==> src/rtl/prienc_pkg.sv <==
// Shared definitions for the sequential match-vector priority iterator:
// FSM state type, default segment width and an index-width helper.
package prienc_pkg;

  // Default segment width of the two-level encoder.
  localparam int DEF_SEG_W = 8;

  // FSM state constants, also used as the enum encoding.
  localparam logic [0:0] S_IDLE = 1'b0;
  localparam logic [0:0] S_ITER = 1'b1;

  typedef enum logic [0:0] {
    ST_IDLE = S_IDLE,
    ST_ITER = S_ITER
  } state_e;

  // Index width that never collapses to zero for degenerate widths.
  function automatic int idx_w_of(input int w);
    return (w > 1) ? $clog2(w) : 1;
  endfunction

endpackage

==> src/rtl/prienc_lsb_param.sv <==
// Combinational LSB-first priority encoder, two-level structure:
// segment OR -> row (lowest non-empty segment) -> column (lowest bit in
// that segment). The selected segment is fetched through a binary mux tree
// that is log2(WIDTH/SEG_W) levels deep.
module prienc_lsb_param
  import prienc_pkg::*;
#(
  parameter int WIDTH = 64,
  parameter int SEG_W = DEF_SEG_W,
  parameter int IDX_W = idx_w_of(WIDTH)
) (
  input  logic [WIDTH-1:0] req,
  output logic [IDX_W-1:0] lsb_priority,
  output logic             any_hit
);

  localparam int NSEG  = WIDTH / SEG_W;
  localparam int LVLS  = $clog2(NSEG);
  localparam int ROW_W = idx_w_of(NSEG);
  localparam int COL_W = idx_w_of(SEG_W);

  logic [NSEG-1:0]  seg_any;
  logic [ROW_W-1:0] row_idx;
  logic [COL_W-1:0] col_idx;
  logic [SEG_W-1:0] col_seg;
  logic [SEG_W-1:0] lvl [NSEG];

  genvar s;
  for (s = 0; s < NSEG; s++) begin : g_seg
    assign seg_any[s] = |req[s*SEG_W +: SEG_W];
  end

  // Row encode: lowest segment with any bit set.
  always_comb begin
    row_idx = '0;
    for (int r = NSEG - 1; r >= 0; r--) begin
      if (seg_any[r]) row_idx = ROW_W'(r);
    end
  end

  // Segment mux tree: level l pairs neighbouring nodes on row_idx bit l,
  // overwriting in place (node j only reads nodes 2j and 2j+1, which are
  // never already overwritten at that level).
  always_comb begin
    for (int k = 0; k < NSEG; k++) begin
      lvl[k] = req[k*SEG_W +: SEG_W];
    end
    for (int l = 0; l < LVLS; l++) begin
      for (int j = 0; j < (NSEG >> (l + 1)); j++) begin
        lvl[j] = row_idx[l] ? lvl[2*j+1] : lvl[2*j];
      end
    end
    col_seg = lvl[0];
  end

  // Column encode: lowest set bit inside the selected segment.
  always_comb begin
    col_idx = '0;
    for (int c = SEG_W - 1; c >= 0; c--) begin
      if (col_seg[c]) col_idx = COL_W'(c);
    end
  end

  assign any_hit      = |seg_any;
  assign lsb_priority = IDX_W'(int'(row_idx) * SEG_W + int'(col_idx));

endmodule

==> src/rtl/prienc_match_iter.sv <==
// Sequential CAM multi-hit iterator: registers a match vector and emits the
// index of every set bit in ascending order, one per output handshake.
// An all-zero vector produces a single "none" beat with index 0.
// Optional build macro: PRIENC_MATCH_COUNT_EN adds match_cnt, the popcount
// of the accepted vector, held for the whole iteration.
module prienc_match_iter
  import prienc_pkg::*;
#(
  parameter int WIDTH = 64,
  parameter int SEG_W = DEF_SEG_W,
  parameter int IDX_W = idx_w_of(WIDTH)
) (
  input  logic             clk,
  input  logic             rst,
  input  logic             req_valid,
  output logic             req_ready,
  input  logic [WIDTH-1:0] req_vec,
  input  logic             flush,
  output logic             out_valid,
  input  logic             out_ready,
  output logic [IDX_W-1:0] out_idx,
  output logic             out_last,
  output logic             out_none
`ifdef PRIENC_MATCH_COUNT_EN
  ,
  output logic [IDX_W:0]   match_cnt
`endif
);

  state_e           state_p0;
  logic [WIDTH-1:0] rem_p0;
  logic             none_p0;

  logic [IDX_W-1:0] enc_idx;
  logic             enc_any;
  logic [WIDTH-1:0] rem_next;
  logic             out_fire;
  logic             accept;

  prienc_lsb_param #(
    .WIDTH (WIDTH),
    .SEG_W (SEG_W),
    .IDX_W (IDX_W)
  ) u_enc (
    .req          (rem_p0),
    .lsb_priority (enc_idx),
    .any_hit      (enc_any)
  );

  // Remaining vector with its lowest set bit cleared.
  assign rem_next  = rem_p0 & (rem_p0 - WIDTH'(1));

  // Outputs depend on registers only; nothing from req_* reaches out_*.
  assign out_valid = (state_p0 == ST_ITER);
  assign out_none  = out_valid && none_p0;
  assign out_idx   = (out_valid && !none_p0) ? enc_idx : '0;
  assign out_last  = out_valid && (none_p0 || (enc_any && (rem_next == '0)));

  assign out_fire  = out_valid && out_ready;
  // Ready during the final beat lets the next vector follow with no bubble;
  // flush blocks any accept in its cycle.
  assign req_ready = !flush && ((state_p0 == ST_IDLE) || (out_fire && out_last));
  assign accept    = req_valid && req_ready;

  // FSM and remaining-vector register: reset/flush, accept, then consume.
  always_ff @(posedge clk) begin
    if (rst) begin
      state_p0 <= ST_IDLE;
      rem_p0   <= '0;
      none_p0  <= 1'b0;
    end else if (flush) begin
      state_p0 <= ST_IDLE;
      rem_p0   <= '0;
      none_p0  <= 1'b0;
    end else if (accept) begin
      state_p0 <= ST_ITER;
      rem_p0   <= req_vec;
      none_p0  <= (req_vec == '0);
    end else if (out_fire) begin
      rem_p0 <= rem_next;
      if (out_last) begin
        state_p0 <= ST_IDLE;
        none_p0  <= 1'b0;
      end
    end
  end

`ifdef PRIENC_MATCH_COUNT_EN
  function automatic logic [IDX_W:0] popcount(input logic [WIDTH-1:0] v);
    logic [IDX_W:0] c;
    c = '0;
    for (int i = 0; i < WIDTH; i++) begin
      c = c + (IDX_W + 1)'(v[i]);
    end
    return c;
  endfunction

  // Hit count captured on accept and held until the next accept or reset.
  always_ff @(posedge clk) begin
    if (rst) begin
      match_cnt <= '0;
    end else if (accept) begin
      match_cnt <= popcount(req_vec);
    end
  end
`endif

endmodule

==> config.mk <==
export PLATFORM = sky130hd
export DESIGN_NAME = prienc_match_iter
export DESIGN_NICKNAME = d
export VERILOG_FILES = /design/src/rtl/prienc_pkg.sv /design/src/rtl/prienc_lsb_param.sv /design/src/rtl/prienc_match_iter.sv
export SDC_FILE = /design/constraint.sdc
export NUM_CORES = 1
export LEC_CHECK = 0
export CORE_MARGIN = 10
export CORE_UTILIZATION = 45
export CTS_CLUSTER_DIAMETER = 120
export DETAILED_ROUTE_END_ITERATION = 8
export GPL_TIMING_DRIVEN = 0
export PLACE_DENSITY = 0.8
export SKIP_LAST_GASP = 1
export SLEW_MARGIN = 20
export SYNTH_ARGS = -nofsm -noshare
export SYNTH_HDL_FRONTEND = slang
export SYNTH_SLANG_ARGS = --single-unit
==> constraint.sdc <==
create_clock -name clk -period 6.3 [get_ports clk]
set_input_delay 0.63 -clock clk [delete_from_list [all_inputs] [get_ports clk]]
set_output_delay 0.63 -clock clk [all_outputs]
set_load 0.03 [all_outputs]
==> results.toml, run 1 <==
[final_layout]
final_common_cell = "nand2_1"
areaGrowthSynthToFinish_pct = 22.1
layout.nets = 798
insertedDiodeCount = 0
layout-drive-gt1-share_pct = 5.34
post-route-util_pct = 56.2
n_fill_cell = 1053
mostFrequentLayoutCells = "96 x nand2_1, 78 x clkdlybuf4s50_1, 69 x mux2i_1"

[critical_path]
arrival_ns = 5.47
path_class = "reg2out"
r2r_cells = 13
required_ns = 5.67
start_kind = "register"
critPathCaptureType = "output pin"
critical_path.max_fanout = 10

[power_and_ir_drop]
peakVddDrop_v = 0.000133
leakage_nw = 2.41
p_per_area_nw_per_um2 = 192

[status]
outcome = "complete, no violations"

[yosys]
yosys_register_bits = 66
synth.net_count = 709
async_flop_share_pct = 0
yosysWarnings = 0
synthCells = 640
syn-cell-area_um2 = 5010
synth_edf_count = 0
yosysSeqAreaShare_pct = 26.4
syn_avg_cell_area_um2 = 7.83
ys.flop_type = "dfxtp_1"
yosysUniqueCellTypes = 64

[job]
drv_cap = 0

[placement]
hpwl_um = 17400
io_buffers = 78
post-place-ws_ns = 0.577
place.gp.congestion = 1.01

[timing]
min_period_over_period_pct = 96.8
fin_tns_setup_ns = 0
fmax_ghz = 0.164
clock_skew_ns = 0.00816
setup_viol = 0
tightestPinTransition_ns = 0.956
final-hold-violation-count = 0
setup_ws_ns = 0.203
rsz0062_at_grt = "no"
timing.hold.ws_ns = 0.518
finalCriticalPeriod_ns = 6.10
drv_slew = 0
maxSlewHeadroom_pct = 34.6

[clock_tree]
clkSinkCount = 66
numCtsBuffers = 9
htree_levels = 3
root_buffer = "clkbuf_8"
cts_tree = "yes"
cts.path.max_buffers = 2
cts_setup_buffers = 0
clk_pin_slew_ns = 0.07
clk_latency_ns = 0.37

[floorplan]
rows = 38
chipHeight_um = 126
die_w_um = 126
io_pins = 79
core-area_um2 = 10900
die-area_um2 = 15800
start_util_pct = 46.0

[drt]
num_vias = 5871
wl_per_cell_um = 25.2
initialDrtViolationCount = 781
avgViaCountPerCell = 6.74
drc = 0
wl_um = 22000
drtAntennaViolNets = 0
dr.pass1.iters = 5

[grt]
grt.total_usage_pct = 26.7
antenna_found_initial = 0
grt_pass1_wl_um = 33400
grt_max_degree = 11
overflow = 0
grt_pass1_vias = 5515

[hold_path]
hold_path_class = "reg2reg"
hold_depth = 2
==> critical path, cell delays in order, from the launching register on <==
cell and delay (ns):
dfxtp_1 0.30, clkbuf_1 0.19, or4_1 0.66, or4_1 0.58, or2_1 0.29, o211a_1 0.28, nor2_4 0.35, buf_2 0.40
mux2i_1 0.29, mux2i_1 0.11, o21ai_0 0.38, nand3b_1 0.17, a311oi_1 0.34, clkdlybuf4s50_1 0.76
==> registers in the layout (all words and copies together) (netlist names) <==
name	flops
none_p0	1
out_valid	1
rem_p0	64
==> timing repair <==
| action | 4_1_cts | 5_1_grt |
|---|---|---|
| endpoints found under the setup margin | 0 | 3 |
| hold buffers | 0 | 0 |
| gates resized for setup | 0 | 2 |
==> cell families (layout without fill, tap and decap cells) <==
kind of cell | Yosys count | count (layout) | synth area share, %
flops | 66 | 66 | 26.4
simple gates | 300 | 300 | 30.9
buf+inv | 47 | 138 | 4.47
compound gates | 149 | 149 | 22.2
fa+ha+maj | 2 | 2 | 0.400
mux | 76 | 76 | 15.6
==> metal layers <==
| metal | track usage, % | share of wire (%) |
|---|---|---|
| met1 | 37.5 | 45 |
| met2 | 39.3 | 43 |
| met3 | 5.15 | 9.3 |
| met4 | 10.1 | 2.5 |
| met5 | 0 | 0 |
==> stage by stage <==
stage          cell area, µm²  total power, mW  std cells
6_report                 6120             1.18        871
3_3_place_gp             5970            0.864        858
3_5_place_dp             5970            0.864        858
2_1_floorplan            5010            0.704        640
4_1_cts                  6110             1.16        871
5_1_grt                  6120             1.22        871
==> power breakdown <==
group / internal [mW] / leakage (nW) / switching (mW)
Sequential: 0.427 / 0.535 / 0.0157
Combinational: 0.158 / 1.80 / 0.272
Clock: 0.136 / 0.0722 / 0.167
Total: 0.721 / 2.41 / 0.454
==> worst paths after layout <==
check                             to                     from  slack, ns
min reg2reg     none_p0$_SDFFE_PP0P_     none_p0$_SDFFE_PP0P_       0.52
max                       out_idx[2]  rem_p0[34]$_SDFFE_PP0P_       0.20
min             none_p0$_SDFFE_PP0P_     none_p0$_SDFFE_PP0P_       0.52
max reg2reg  rem_p0[55]$_SDFFE_PP0P_   rem_p0[0]$_SDFFE_PP0P_       1.36
==> synthesized netlist by cell type (3+ instances only) <==
| master | count | share of area, % |
|---|---|---|
| a21boi_0 | 5 | 0.75 |
| nor2_1 | 34 | 2.5 |
| nand4_1 | 21 | 2.6 |
| o21ai_1 | 7 | 0.70 |
| nor3_1 | 13 | 1.3 |
| a222oi_1 | 3 | 0.60 |
| nor4_1 | 27 | 3.4 |
| or3_1 | 12 | 1.5 |
| or4_1 | 20 | 3.0 |
| a2111oi_0 | 4 | 0.70 |
| nand3_1 | 38 | 3.8 |
| o311ai_0 | 11 | 1.9 |
| a21oi_1 | 14 | 1.4 |
| clkbuf_1 | 38 | 2.8 |
| o31a_1 | 3 | 0.52 |
| or2_1 | 3 | 0.37 |
| o211ai_1 | 33 | 4.9 |
| buf_6 | 6 | 1.3 |
| dfxtp_1 | 66 | 26 |
| mux2i_1 | 69 | 14 |
| o31ai_1 | 10 | 1.5 |
| mux2_1 | 4 | 0.90 |
| a21o_1 | 6 | 0.90 |
| or2_2 | 8 | 1.0 |
| o21ai_0 | 16 | 1.6 |
| nand2_1 | 96 | 7.2 |
| and2_1 | 4 | 0.50 |
| nand2b_1 | 8 | 1.0 |
| a31oi_1 | 5 | 0.62 |
| o41ai_1 | 8 | 1.4 |
==> layout make-up <==
| type | count | area [µm²] | area share, % |
|---|---|---|---|
| buffer | 46 | 220 | 3.60 |
| clock buffer | 12 | 135 | 2.21 |
| clock inverter | 1 | 5.00 | 0.0818 |
| inverter | 1 | 3.75 | 0.0614 |
| multi-input combinational | 527 | 3480 | 56.8 |
| sequential | 66 | 1320 | 21.6 |
| tap | 140 | 175 | 2.86 |
| timing repair buffer | 78 | 781 | 12.8 |
Note: power is estimated with default switching activity, not from simulation.
==> run 2, diff against run 1 <==
--- a/config.mk
+++ b/config.mk
@@ -6,11 +6,11 @@
 export NUM_CORES = 1
 export LEC_CHECK = 0
 export CORE_MARGIN = 10
-export CORE_UTILIZATION = 45
+export CORE_UTILIZATION = 59
 export CTS_CLUSTER_DIAMETER = 120
 export DETAILED_ROUTE_END_ITERATION = 8
 export GPL_TIMING_DRIVEN = 0
-export PLACE_DENSITY = 0.8
+export PLACE_DENSITY = 0.95
 export SKIP_LAST_GASP = 1
 export SLEW_MARGIN = 20
 export SYNTH_ARGS = -nofsm -noshare
==> run 2 against run 1 <==
Effect of this change:
- global-route usage grew 3.6 points
- die area shrank 20%
- fmax grew 3.1%
- cell count shrank 3.7%
- critical path type unchanged
- clock power grew 18%
- clock skew grew 0.0062 ns
- total power grew 3.6%
- flip-flop and latch count is the same
- routed wire length shrank 8.9%
==> results.toml, run 2 (synthesis gave the netlist of run 1 again) <==
[timing]
maxSlewHeadroom_pct = 39.1
fin_tns_setup_ns = 0
final-hold-violation-count = 0
clock_skew_ns = 0.0143
setup_viol = 0
min_period_over_period_pct = 93.8
tightestPinTransition_ns = 0.890
drv_slew = 0
setup_ws_ns = 0.389
rsz0062_at_grt = "no"
fmax_ghz = 0.169
finalCriticalPeriod_ns = 5.91

[power_and_ir_drop]
leakage_nw = 2.43
peakVddDrop_v = 0.000106
p_per_area_nw_per_um2 = 199

[grt]
grt_pass1_wl_um = 31400
antenna_found_initial = 0
overflow = 0
grt_max_degree = 11
grt_pass1_vias = 5762
grt.total_usage_pct = 30.3

[drt]
dr.max_layer_used = "met4"
drc = 0
met2_wirelength_um = 8760
wl_per_cell_um = 23.9
initialDrtViolationCount = 883
drtAntennaViolNets = 0
wl_met3_um = 2850
wl_um = 20000
avgViaCountPerCell = 7.29
dr.pass1.iters = 6
num_vias = 6116
wirelength_met1_um = 7620

[critical_path]
crit_slowest_cell = "a2111oi_0"
r2r_slack_ns = 1.42
start_kind = "register"
regToRegEndpoint = "rem_p0[63]$_SDFFE_PP0P_"
rr_startpoint = "rem_p0[0]$_SDFFE_PP0P_"
r2r_cells = 13
arrival_ns = 5.28
crit_family = "simple AND/OR/NAND/NOR gates"
required_ns = 5.67
crit_chain = "nor3_1 > and4_1 > clkbuf_1 > nand4_2 > clkbuf_1 > nor3_1 > nor2_1 > a2111oi_0 > nand2_1 > o21a_1 > nor2_1 > clkdlybuf4s50_1"
path_class = "reg2out"
path_buf_inv = 3
critical-path-max-stage-delay_ns = 0.77
critical_path.max_fanout = 10
critPathCaptureType = "output pin"

[placement]
io_buffers = 78
post-place-ws_ns = 0.740
place.gp.congestion = 1.08
hpwl_um = 15600

[hold_path]
hold_path_end = "none_p0$_SDFFE_PP0P_"
hold_path_class = "reg2reg"
min_from = "none_p0$_SDFFE_PP0P_"
hold_depth = 2

[clock_tree]
clk_latency_ns = 0.36
cts-resized-gates = 0
cts_hold_buffers = 0
numCtsBuffers = 9
clk_pin_slew_ns = 0.07
htree_levels = 3
cts_setup_buffers = 0
root_buffer = "clkbuf_8"
cts_tree = "yes"
cts.path.max_buffers = 2
clkSinkCount = 66

[final_layout]
post-route-util_pct = 74.0
areaGrowthSynthToFinish_pct = 21.9
mostFrequentLayoutCells = "96 x nand2_1, 78 x clkdlybuf4s50_1, 69 x mux2i_1"
largest_reg_flops = 64
insertedDiodeCount = 0
layout.nets = 798
layout-drive-gt1-share_pct = 5.45
top_register = "rem_p0"
final_common_cell = "nand2_1"

[job]
drv_cap = 0

[floorplan]
io_pins = 79
rows = 33
start_util_pct = 60.7
chipHeight_um = 112
die-area_um2 = 12600
die_w_um = 112
core-area_um2 = 8260

[status]
outcome = "complete, no violations"
[run 2: cell type report]
cell class	instances	area, µm²
sequential	66	1320
clock inverter	3	40.0
inverter	1	3.75
tap	105	131
multi-input combinational	527	3470
buffer	46	220
clock buffer	13	139
timing repair buffer	78	781
fill	681	2150
[run 2: where the power goes]
group          switching, mW  internal, mW
Sequential            0.0158         0.427
Combinational          0.260         0.158
Clock                  0.175         0.183
Total                  0.451         0.767
[run 2: worst max-delay path by stage]
stage / start / end / slack, ns / depth (start not counted)
2_1_floorplan: rem_p0[34]$_SDFFE_PP0P_ / out_idx[2] / 1.67 / 10
3_3_place_gp: rem_p0[41]$_SDFFE_PP0P_ / out_idx[2] / 0.79 / 13
3_5_place_dp: rem_p0[41]$_SDFFE_PP0P_ / out_idx[2] / 0.74 / 13
4_1_cts: rem_p0[41]$_SDFFE_PP0P_ / out_idx[2] / 0.33 / 13
5_1_grt: rem_p0[41]$_SDFFE_PP0P_ / out_idx[2] / 0.07 / 13
6_report: rem_p0[0]$_SDFFE_PP0P_ / req_ready / 0.39 / 12
[run 2: per-layer routing]
metal	vias up	GRT usage (%)
li1	2687	-
met1	2832	39.1
met2	519	46.0
met3	78	8.79
met4	0	12.9
met5	-	0
[run 2: worst min-delay path: cells and delay by family (launching register included)]
| kind | cells | cell delay [ns] |
|---|---|---|
| multiplexers | 1 | 0.06 |
| flip-flops | 1 | 0.35 |
| AND/OR/NAND/NOR | 1 | 0.08 |
[run 2: metrics by stage]
step / instances / power [mW] / cell area [µm²] / hold WS [ns]
CTS: 839 / 1.19 / 6100 / 0.533
global route: 839 / 1.26 / 6110 / 0.550
floorplan: 640 / 0.704 / 5010 / 0.463
global placement: 823 / 0.840 / 5920 / 0.493
finish: 839 / 1.22 / 6110 / 0.539
detailed placement: 823 / 0.847 / 5920 / 0.524
==> run 3, diff against run 2 <==
--- a/config.mk
+++ b/config.mk
@@ -5,6 +5,7 @@
 export SDC_FILE = /design/constraint.sdc
 export NUM_CORES = 1
 export LEC_CHECK = 0
+export CORE_ASPECT_RATIO = 0.9
 export CORE_MARGIN = 10
 export CORE_UTILIZATION = 59
 export CTS_CLUSTER_DIAMETER = 120
==> run 3 against run 2 <==
Effect of this change:
- cell area is 0.37% lower
- global-route usage is 1.7 points higher
- highest routed layer unchanged
- largest cell class unchanged
- count of clock-buffer cells in the layout is 4 lower
==> results.toml, run 3 (synthesis gave the netlist of run 1 again) <==
[status]
outcome = "complete, no violations"

[clock_tree]
clk_pin_slew_ns = 0.08
clk_latency_ns = 0.37
cts_setup_buffers = 0
root_buffer = "clkbuf_8"
htree_levels = 3
cts-resized-gates = 0
cts_hold_buffers = 0
cts.path.max_buffers = 2
cts_tree = "yes"
numCtsBuffers = 9
clkSinkCount = 66

[final_layout]
layout-drive-gt1-share_pct = 5.99
areaGrowthSynthToFinish_pct = 21.4
insertedDiodeCount = 0
largest_reg_flops = 64
layout.nets = 798
mostFrequentLayoutCells = "96 x nand2_1, 78 x clkdlybuf4s50_1, 69 x mux2i_1"
finalNonFillerCells = 833
top_register = "rem_p0"
n_fill_cell = 632
fin_area_um2 = 6090
final_common_cell = "nand2_1"

[placement]
place.gp.congestion = 1.13
placedCellCount = 817
place_area_um2 = 5920
post-place-ws_ns = 0.720
hpwl_um = 15700
io_buffers = 78

[timing]
fin_tns_setup_ns = 0
min_period_over_period_pct = 99.4
finalCriticalPeriod_ns = 6.26
setup_viol = 0
tightestPinTransition_ns = 1.18
final-hold-violation-count = 0
setup_ws_ns = 0.0390
maxSlewHeadroom_pct = 19.4
fmax_ghz = 0.160
rsz0062_at_grt = "no"
clock_skew_ns = 0.0117
drv_slew = 0
timing.hold.ws_ns = 0.527

[floorplan]
core-area_um2 = 8150
rows = 31
io_pins = 79
start_util_pct = 61.5
die_w_um = 117
chipHeight_um = 107
die-area_um2 = 12600

[drt]
wl_per_cell_um = 24.6
drc = 0
dr.pass1.iters = 6
wl_um = 20500
avgViaCountPerCell = 7.33
drtAntennaViolNets = 0
num_vias = 6107
initialDrtViolationCount = 1077

[grt]
antenna_found_initial = 0
grt_pass1_wl_um = 31800
grt_max_degree = 13
grt_pass1_vias = 5764
grt.total_usage_pct = 32.0
overflow = 0

[job]
drv_cap = 0

[critical_path]
arrival_ns = 5.63
start_kind = "register"
required_ns = 5.67
critPathCaptureType = "output pin"
critical_path.max_fanout = 10
path_class = "reg2out"

[power_and_ir_drop]
p_per_area_nw_per_um2 = 195
leakage_nw = 2.42
peakVddDrop_v = 0.000140

[hold_path]
hold_path_class = "reg2reg"
-- run 3: cell count changes in the layout (fill, tap and decap cells not counted) --
cell / delta
nor2_2: +1
bufinv_16: -1
a2111oi_1: -1
clkbuf_1: -4
clkinv_4: +1
nor2_4: -1
clkinvlp_4: +3
a2111oi_0: +1
clkinv_2: +1
-- run 3: final cells by class --
type | instances | area (µm²) | area share (%)
inverters | 1 | 3.75 | 0.0617
plain buffers | 46 | 220 | 3.62
flip-flops and latches | 66 | 1320 | 21.7
well taps | 99 | 124 | 2.04
repair buffers | 78 | 781 | 12.8
clock inverters | 7 | 46.3 | 0.761
multi-input cells | 527 | 3470 | 56.9
clock buffers | 9 | 124 | 2.04
-- run 3: worst paths after layout --
path / slack (ns) / cells past startpoint / from / endpoint
worst max register to register: 1.31 / 13 / rem_p0[0]$_SDFFE_PP0P_ / rem_p0[33]$_SDFFE_PP0P_
worst min register to register: 0.53 / 2 / none_p0$_SDFFE_PP0P_ / none_p0$_SDFFE_PP0P_
worst min-delay path: 0.53 / 2 / none_p0$_SDFFE_PP0P_ / none_p0$_SDFFE_PP0P_
worst max-delay path: 0.04 / 13 / rem_p0[41]$_SDFFE_PP0P_ / out_idx[2]
-- run 3: routing by layer --
| metal | up-vias | share of wire [%] | global-route usage (%) |
|---|---|---|---|
| met5 | - | 0 | 0 |
| met4 | 0 | 3.6 | 12.3 |
| met3 | 86 | 15 | 12.7 |
| met2 | 527 | 42 | 47.0 |
| met1 | 2813 | 39 | 41.0 |
| li1 | 2681 | - | - |
-- run 3: critical path, cell delays in order, from the launching register on --
cell and delay (ns):
dfxtp_1 0.40, or4_1 0.54, clkbuf_1 0.18, or3_1 0.37, a2111oi_0 0.94, o211a_1 0.35, nor2_2 0.14, buf_2 0.26
a211oi_1 0.27, a31oi_1 0.09, a221oi_1 0.46, nand2_1 0.12, a311oi_1 0.40, clkdlybuf4s50_1 0.76
-- run 3: stage by stage --
| step | total power [mW] | util, % |
|---|---|---|
| after floorplan | 0.704 | - |
| after global placement | 0.842 | 72.6 |
| after detailed placement | 0.849 | 72.6 |
| after CTS | 1.16 | 74.7 |
| after global routing | 1.22 | 74.7 |
| final | 1.19 | 74.7 |
-- run 3: power by group --
part | leakage, nW | switching (mW) | internal (mW)
Sequential | 0.535 | 0.0157 | 0.427
Clock | 0.0810 | 0.183 | 0.141
Combinational | 1.80 | 0.263 | 0.157
Total | 2.42 | 0.462 | 0.724
